File: src/rtl/addsub_nibble_serial_if.sv
// Start/done request and result bus for the nibble-serial saturating adder/subtractor.
interface addsub_nibble_serial_if #(
    parameter int unsigned WIDTH = 16
);
    logic             start;
    logic [WIDTH-1:0] A;
    logic [WIDTH-1:0] B;
    logic             sub;
    logic             busy;
    logic             done;
    logic [WIDTH-1:0] Sum;
    logic             Z;
    logic             V;
    logic             N;

    modport master (
        output start, A, B, sub,
        input  busy, done, Sum, Z, V, N
    );

    modport slave (
        input  start, A, B, sub,
        output busy, done, Sum, Z, V, N
    );
endinterface

File: src/rtl/addsub_nibble_serial.sv
// 16-bit saturating add/sub, one 4-bit nibble per clock with a chained carry register.
module addsub_nibble_serial #(
    parameter int unsigned WIDTH = 16
) (
    input  logic                  clk,
    input  logic                  rst_n,
    addsub_nibble_serial_if.slave bus
);
    localparam int unsigned NIB = WIDTH / 4;
    localparam int unsigned CW  = (NIB > 1) ? $clog2(NIB) : 1;

    typedef enum logic [1:0] {
        IDLE = 2'd0,
        CALC = 2'd1,
        DONE = 2'd2
    } state_t;

    state_t           state_q;
    state_t           state_nx;
    logic [CW-1:0]    count_q;
    logic             carry_q;
    logic [WIDTH-1:0] a_q;
    logic [WIDTH-1:0] b_q;
    logic             sub_q;
    logic [WIDTH-5:0] part_q;
    logic             busy_q;
    logic             done_q;
    logic [WIDTH-1:0] sum_q;
    logic             z_q;
    logic             v_q;
    logic             n_q;

    logic             last_nib;
    logic [3:0]       b_eff;
    logic [4:0]       nib_sum;
    logic [3:0]       low3;
    logic             ovf;
    logic [WIDTH-1:0] raw;
    logic [WIDTH-1:0] sat;

    // Next-state logic: IDLE -> CALC on start, CALC for NIB nibbles, one cycle in DONE.
    always_comb begin
        state_nx = state_q;
        case (state_q)
            IDLE:    if (bus.start) state_nx = CALC;
            CALC:    if (last_nib) state_nx = DONE;
            DONE:    state_nx = IDLE;
            default: state_nx = IDLE;
        endcase
    end

    // State register.
    always_ff @(posedge clk or negedge rst_n) begin
        if (!rst_n) state_q <= IDLE;
        else        state_q <= state_nx;
    end

    // Nibble slice; low3 recovers the carry into the result MSB on the top nibble.
    always_comb begin
        last_nib = (count_q == CW'(NIB - 1));
        b_eff    = sub_q ? ~b_q[3:0] : b_q[3:0];
        nib_sum  = {1'b0, a_q[3:0]} + {1'b0, b_eff} + 5'(carry_q);
        low3     = {1'b0, a_q[2:0]} + {1'b0, b_eff[2:0]} + 4'(carry_q);
        ovf      = low3[3] ^ nib_sum[4];
        raw      = {nib_sum[3:0], part_q};
        if (ovf) sat = raw[WIDTH-1] ? {1'b0, {(WIDTH-1){1'b1}}} : {1'b1, {(WIDTH-1){1'b0}}};
        else     sat = raw;
    end

    // Datapath: operand latch, nibble shifting, and result/flag capture at completion.
    always_ff @(posedge clk or negedge rst_n) begin
        if (!rst_n) begin
            count_q <= '0;
            carry_q <= 1'b0;
            a_q     <= '0;
            b_q     <= '0;
            sub_q   <= 1'b0;
            part_q  <= '0;
            busy_q  <= 1'b0;
            done_q  <= 1'b0;
            sum_q   <= '0;
            z_q     <= 1'b0;
            v_q     <= 1'b0;
            n_q     <= 1'b0;
        end else begin
            busy_q <= (state_nx != IDLE);
            done_q <= (state_nx == DONE);
            case (state_q)
                IDLE: begin
                    if (bus.start) begin
                        a_q     <= bus.A;
                        b_q     <= bus.B;
                        sub_q   <= bus.sub;
                        carry_q <= bus.sub;
                        count_q <= '0;
                    end
                end
                CALC: begin
                    a_q     <= a_q >> 4;
                    b_q     <= b_q >> 4;
                    part_q  <= {nib_sum[3:0], part_q[WIDTH-5:4]};
                    carry_q <= nib_sum[4];
                    count_q <= count_q + CW'(1);
                    if (last_nib) begin
                        sum_q <= sat;
                        z_q   <= (sat == '0);
                        v_q   <= ovf;
                        n_q   <= sat[WIDTH-1];
                    end
                end
                default: ;
            endcase
        end
    end

    assign bus.busy = busy_q;
    assign bus.done = done_q;
    assign bus.Sum  = sum_q;
    assign bus.Z    = z_q;
    assign bus.V    = v_q;
    assign bus.N    = n_q;
endmodule
File: src/flat_wrapper.sv
// flat-port wrapper written by rule: the top's interface ports become plain ports
module addsub_nibble_serial_flat 
#(
    parameter int unsigned WIDTH = 16
)
  (clk, rst_n, bus_start, bus_A, bus_B, bus_sub, bus_busy, bus_done, bus_Sum, bus_Z, bus_V, bus_N);
  addsub_nibble_serial_if #(.WIDTH(WIDTH)) bus_i ();
  input  logic clk;
  input  logic rst_n;
  input wire logic [$bits(bus_i.start)-1:0] bus_start;
  input wire logic [$bits(bus_i.A)-1:0] bus_A;
  input wire logic [$bits(bus_i.B)-1:0] bus_B;
  input wire logic [$bits(bus_i.sub)-1:0] bus_sub;
  output wire logic [$bits(bus_i.busy)-1:0] bus_busy;
  output wire logic [$bits(bus_i.done)-1:0] bus_done;
  output wire logic [$bits(bus_i.Sum)-1:0] bus_Sum;
  output wire logic [$bits(bus_i.Z)-1:0] bus_Z;
  output wire logic [$bits(bus_i.V)-1:0] bus_V;
  output wire logic [$bits(bus_i.N)-1:0] bus_N;
  assign bus_i.start = bus_start;
  assign bus_i.A = bus_A;
  assign bus_i.B = bus_B;
  assign bus_i.sub = bus_sub;
  assign bus_busy = bus_i.busy;
  assign bus_done = bus_i.done;
  assign bus_Sum = bus_i.Sum;
  assign bus_Z = bus_i.Z;
  assign bus_V = bus_i.V;
  assign bus_N = bus_i.N;
  addsub_nibble_serial #(.WIDTH(WIDTH)) u_core (.clk(clk), .rst_n(rst_n), .bus(bus_i));
endmodule
File: config.mk
export PLATFORM = sky130hd
export DESIGN_NAME = addsub_nibble_serial_flat
export DESIGN_NICKNAME = d
export VERILOG_FILES = /design/src/rtl/addsub_nibble_serial_if.sv /design/src/rtl/addsub_nibble_serial.sv /design/src/flat_wrapper.sv
export SDC_FILE = /design/constraint.sdc
export NUM_CORES = 1
export LEC_CHECK = 0
export ABC_CLOCK_PERIOD_IN_PS = 3100
export BUFFER_PORTS_ARGS = -buffer_cell sky130_fd_sc_hd__buf_2
export CAP_MARGIN = 10
export CORE_ASPECT_RATIO = 1.2
export CORE_MARGIN = 2
export CORE_UTILIZATION = 40
export DETAILED_ROUTE_END_ITERATION = 7
export GPL_TIMING_DRIVEN = 0
export PLACE_DENSITY = 0.67
export SLEW_MARGIN = 20
export SYNTH_ARGS = -nofsm -noshare
export SYNTH_HDL_FRONTEND = slang
export SYNTH_SLANG_ARGS = --single-unit
File: constraint.sdc
create_clock -name clk -period 3.1 [get_ports clk]
set_clock_uncertainty 0.2 [all_clocks]
set_input_delay 0.31 -clock clk [delete_from_list [all_inputs] [get_ports clk]]
set_output_delay 0.31 -clock clk [all_outputs]
set_load 0.02 [all_outputs]
# After elaboration in Yosys (flattened, before gate mapping)
# Cells that the tools add are included.
dict set report word_totals {
  out_inout_bits 21
  reg_bits 71
}
dict set report op_classes {
  n_mux 14
  n_addsub 5
  n_reduce_logical 7
  n_eq_ne 4
  bitwise 2
}
# op n
set op_table {}
lappend op_table {{$mux 16} 4}
lappend op_table {{$pmux 16 s2} 2}
lappend op_table {{$logic_not 16->1} 1}
lappend op_table {{$pmux 2 s2} 2}
lappend op_table {{$mux 2} 3}
lappend op_table {{$reduce_and 2->1} 3}
lappend op_table {{$add 4x4->5} 1}
lappend op_table {{$add 5x1->5} 1}
lappend op_table {{$add 3x3->4} 1}
lappend op_table {{$add 4x1->4} 1}
lappend op_table {{$eq 2x2->1 const B} 2}
lappend op_table {{$mux 4} 1}
lappend op_table {{$not 4->4} 1}
lappend op_table {{$reduce_bool 2->1} 2}
lappend op_table {{$add 2x1->2 const B} 1}
lappend op_table {{$eq 2x1->1 const B} 1}
lappend op_table {{$logic_not 2->1} 1}
lappend op_table {{$ne 2x2->1 const B} 1}
lappend op_table {{$pmux 1 s2} 1}
lappend op_table {{$mux 1} 1}
lappend op_table {{$xor 1x1->1} 1}

# Logic depth before layout (Yosys ltp)
dict set report logic_depth {
  word_depth 7
  depth_mapped 10
  ltp_nobuf 8
}

# Least setup slack after synthesis
# OpenSTA, ideal clock, no wires.
dict set report synth_timing {
  path_type {register to register}
  startpoint {register u_core.sub_q}
  endpoint {register u_core.sum_q[14] (netlist: u_core.bus.Sum[14])}
  setup_time_ns 0.121
  required_time_ns 2.779
  slack_ns 0.526
  path_stages_with_launch 10
  t_arrival_ns 2.253
  path_cell_list {dfrtp_1 > clkbuf_1 > xnor2_1 > fa_1 > fa_1 > nand2b_1 > a21oi_4 > xor2_1 > nor2_1 > o22a_1}
}
dict set report synth_via {
  elab_chain_len 5
}
# item line_no
set synth_rtl {}
lappend synth_rtl {{from (decl)} addsub_nibble_serial.sv:24} ;# logic sub_q;
lappend synth_rtl {{from (signal assigned)} addsub_nibble_serial.sv:93} ;# sub_q <= bus.sub;
lappend synth_rtl {{$mux 4 *} addsub_nibble_serial.sv:61} ;# b_eff = sub_q ? ~b_q[3:0] : b_q[3:0];
lappend synth_rtl {{$add 4x4->5 / $add 3x3->4 (equally long branches)} {addsub_nibble_serial.sv:62, addsub_nibble_serial.sv:63}}
lappend synth_rtl {{$add 5x1->5 / $add 4x1->4 (equally long branches)} {addsub_nibble_serial.sv:62, addsub_nibble_serial.sv:63}}
lappend synth_rtl {{$mux 16 / $xor 1x1->1 (equally long branches)} {addsub_nibble_serial.sv:66, addsub_nibble_serial.sv:64}}
lappend synth_rtl {{$mux 16 *} addsub_nibble_serial.sv:66} ;# if (ovf) sat = raw[WIDTH-1] ? {1'b0, {(WIDTH-1){1'b1}}} : {1'b1, {(WIDTH-1){1'b0}}};
lappend synth_rtl {{to (signal assigned)} addsub_nibble_serial.sv:105} ;# sum_q <= sat;
lappend synth_rtl {{to (decl)} addsub_nibble_serial.sv:28} ;# logic [WIDTH-1:0] sum_q;
# Every way passes the cells marked *; elsewhere a longest branch is shown, timed or not.
# A chain may end at the register's enable or synchronous reset.

# Final worst setup path
# Same ends and word-level chain as after synthesis.

==> flow_metrics.py <==
metrics = {
    "critical_path": {
        "worstPathCellList": "clkbuf_1 > xnor2_1 > fa_1 > fa_1 > nand2b_1 > a21oi_4 > xor2_1 > nor2_1 > o22a_1",
        "critPathKind": "flip-flop to flip-flop",
        "cp_slowest_stage_delay_ps": 430,
        "critPathLaunchType": "flip-flop",
        "cp_top_family": "adder cells",
        "cp-end-kind": "flip-flop",
        "crit_required_ps": 3130,
        "critPathMaxFanout": 5,
        "arrival_ps": 2840,
        "path_common_cell": "fa_1",
        "path_buf_inv": 1,
        "crit_slowest_cell": "fa_1",
    },
    "final_layout": {
        "multi_input_area_um2": 1380,
        "fin_nets": 442,
        "fillCellCount": 769,
        "regArea_um2": 1750,
        "synthToLayoutAreaGrowth_pct": 20.5,
        "num_antenna_cells": 0,
        "drive_above_1_share_pct": 23.5,
        "postLayoutCellArea_um2": 3970,
    },
    "floorplanning": {
        "dieHeight_um": 103,
        "die_x_um": 86.8,
        "dieArea_um2": 8970,
        "core_region_area_um2": 8060,
        "rows": 36,
        "num_io_pins": 57,
        "initial_utilization_pct": 40.8,
    },
    "placed_design": {
        "gp_congestion": 0.760,
        "io_buffers": 56,
        "hpwl_mm": 5.00,
        "placed_cell_area_um2": 3720,
    },
    "timing": {
        "period_share_pct": 90.6,
        "hold_violations": 0,
        "fin_hold_ws_ps": 45.7,
        "fmax_mhz": 356,
        "maxSlewViolCount": 0,
        "finalSetupTns_ps": 0,
        "tightest_slew_ps": 506,
        "slew_headroom_pct": 66.3,
        "min_period_ps": 2810,
        "setup_viol": 0,
        "rsz0062_at_grt": "false",
    },
    "routing": {
        "wl_per_cell_um": 13.8,
        "vias": 2506,
        "drc": 0,
        "routed_wl_mm": 6.89,
        "firstDrtPassIters": 6,
        "ant_nets": 0,
        "drt_iter0_markers": 115,
        "vias_per_cell": 5.01,
    },
    "synth": {
        "syn_area_um2": 3290,
        "ys_seq_elements": 70,
        "synth_ff_type": "dfrtp_1",
        "synth_cells": 330,
        "yosysWarnings": 0,
        "synth_edf_count": 0,
        "seq_area_frac_synth_pct": 53.2,
        "post-synth-top-area-fraction_pct": 53.2,
        "synthTopCellsByCount": "70 x dfrtp_1, 66 x nand2_1, 39 x o21ai_0",
        "yosysTopAreaCell": "dfrtp_1",
        "post-synth-top-count-cell": "dfrtp_1",
        "syn_nets": 372,
        "synth-async-reset-ratio_pct": 100,
        "syn_area_per_cell_um2": 9.98,
        "synth.area.top_cells": "dfrtp_1 53%, mux2i_1 7.6%, nand2_1 7.5%",
        "synth_cell_types": 41,
    },
    "power": {
        "total_power_mw": 5.09,
        "leakagePower_nw": 1.92,
        "vdd_drop_max_mv": 0.453,
        "power.density_nw_per_um2": 1280,
    },
    "global_routing": {
        "grt_pass1_wl_mm": 11.9,
        "grt_antenna_before_repair": 0,
        "grt_usage_pct": 17.1,
        "grt_pass1_vias": 2565,
        "grt_max_degree": 52,
        "overflow": 0,
    },
    "clock_tree": {
        "htreeDepth": 3,
        "clock_path_buffers": 2,
        "clock_latency_ps": 350,
        "numCtsBuffers": 9,
        "cts_setup_buffers": 0,
        "clock_tree.root_cell": "clkbuf_8",
        "cts.sinks": 70,
        "cts_tree": "built",
        "clk_pin_slew_worst_paths_ps": 80,
    },
    "run_status": {
        "outcome": "complete, no violations",
    },
    "run": {
        "drv_cap": 0,
    },
    "hold_path": {
        "hp-class": "input pin to flip-flop",
    },
}
-- routing by layer --
metal / GRT usage [%] / vias to the layer above / wire length (µm)
met5: 0 / - / 0
met4: 6.13 / 0 / 82
met3: 3.33 / 9 / 256
met2: 29.2 / 61 / 3480
met1: 21.7 / 1197 / 3070
li1: - / 1239 / -
-- sequential cells by signal, indices dropped and copies added, names as in the netlist --
register and count:
u_core.a_q 16, u_core.b_q 16, u_core.bus.N 1, u_core.bus.Sum 15, u_core.bus.V 1, u_core.bus.Z 1, u_core.bus.busy 1, u_core.bus.done 1
u_core.carry_q 1, u_core.count_q 2, u_core.part_q 12, u_core.state_q 2, u_core.sub_q 1
-- where the power goes --
| group | internal, mW | switching, mW |
|---|---|---|
| combinational | 1.08 | 1.59 |
| clock | 0.464 | 0.377 |
| sequential | 1.33 | 0.261 |
-- logic make-up after synthesis --
logic type / after synthesis / share of synthesized area, %
muxes: 26 / 7.94
and+or+nand+nor: 119 / 15.7
adders and majority gates: 6 / 2.74
DFF: 70 / 53.2
buffers and inverters: 28 / 4.94
AOI/OAI and AO/OA: 73 / 13.2
xor gates and xnor gates: 8 / 2.36
-- stage by stage --
stage / instances / util [%] / setup slack (ps)
5_1_grt: 500 / 49.2 / 129
6_report: 500 / 49.2 / 293
4_1_cts: 500 / 49.2 / 289
3_5_place_dp: 482 / 46.2 / 304
2_1_floorplan: 330 / - / 526
3_3_place_gp: 481 / 45.8 / 390
-- worst register-to-register path: cells and delay by family, from the launching register on --
family                   cells  cell delay [ps]
XOR/XNOR                     2              390
AND/OR/NAND/NOR              2              290
buffers and inverters        1              240
AO/OA/AOI/OAI                2              380
flip-flops                   1              320
adder cells (fa/ha/maj)      2              850
-- worst paths after layout --
path,end,cells past startpoint,slack (ps),start
worst max-delay path,u_core.bus.Sum[14],9,290,u_core.sub_q
worst min-delay path,u_core.a_q[7],3,50,bus_A[7]
worst max register to register,u_core.bus.Sum[14],9,290,u_core.sub_q
worst min register to register,u_core.a_q[5],2,290,u_core.a_q[5]
max in group asynchronous,u_core.count_q[1],3,1980,rst_n
min in group asynchronous,u_core.a_q[3],2,200,rst_n
-- layout make-up --
type / instances / share of cell area, %
sequential: 70 / 44.2
multi-input combinational: 232 / 34.7
timing repair buffer: 59 / 8.33
clock buffer: 9 / 3.12
buffer: 21 / 3.12
tap: 95 / 3.00
clock inverter: 7 / 2.59
inverter: 7 / 0.978
-- what timing repair did --
item,4_1_cts,5_1_grt
endpoints found under the hold margin,71,0
hold buffers,2,0
resized for setup,0,0
-- cells in the final DEF (no fill, tap or decap), drive strengths merged, types with 2 or more instances in the layout --
cell type	netlist	final
clkbuf	8	17
nor3	2	2
a21oi	24	24
nor2b	11	11
mux2i	25	25
o21ai	39	39
o22a	3	3
xor2	5	5
ha	4	4
o31ai	2	2
nor2	29	29
fa	2	2
inv	6	10
buf	13	70
dfrtp	70	70
xnor2	3	3
dlygate4sd3	0	2
nand2b	2	2
nand2	67	67
bufinv	0	2
Power figures use the tool's default switching activity.
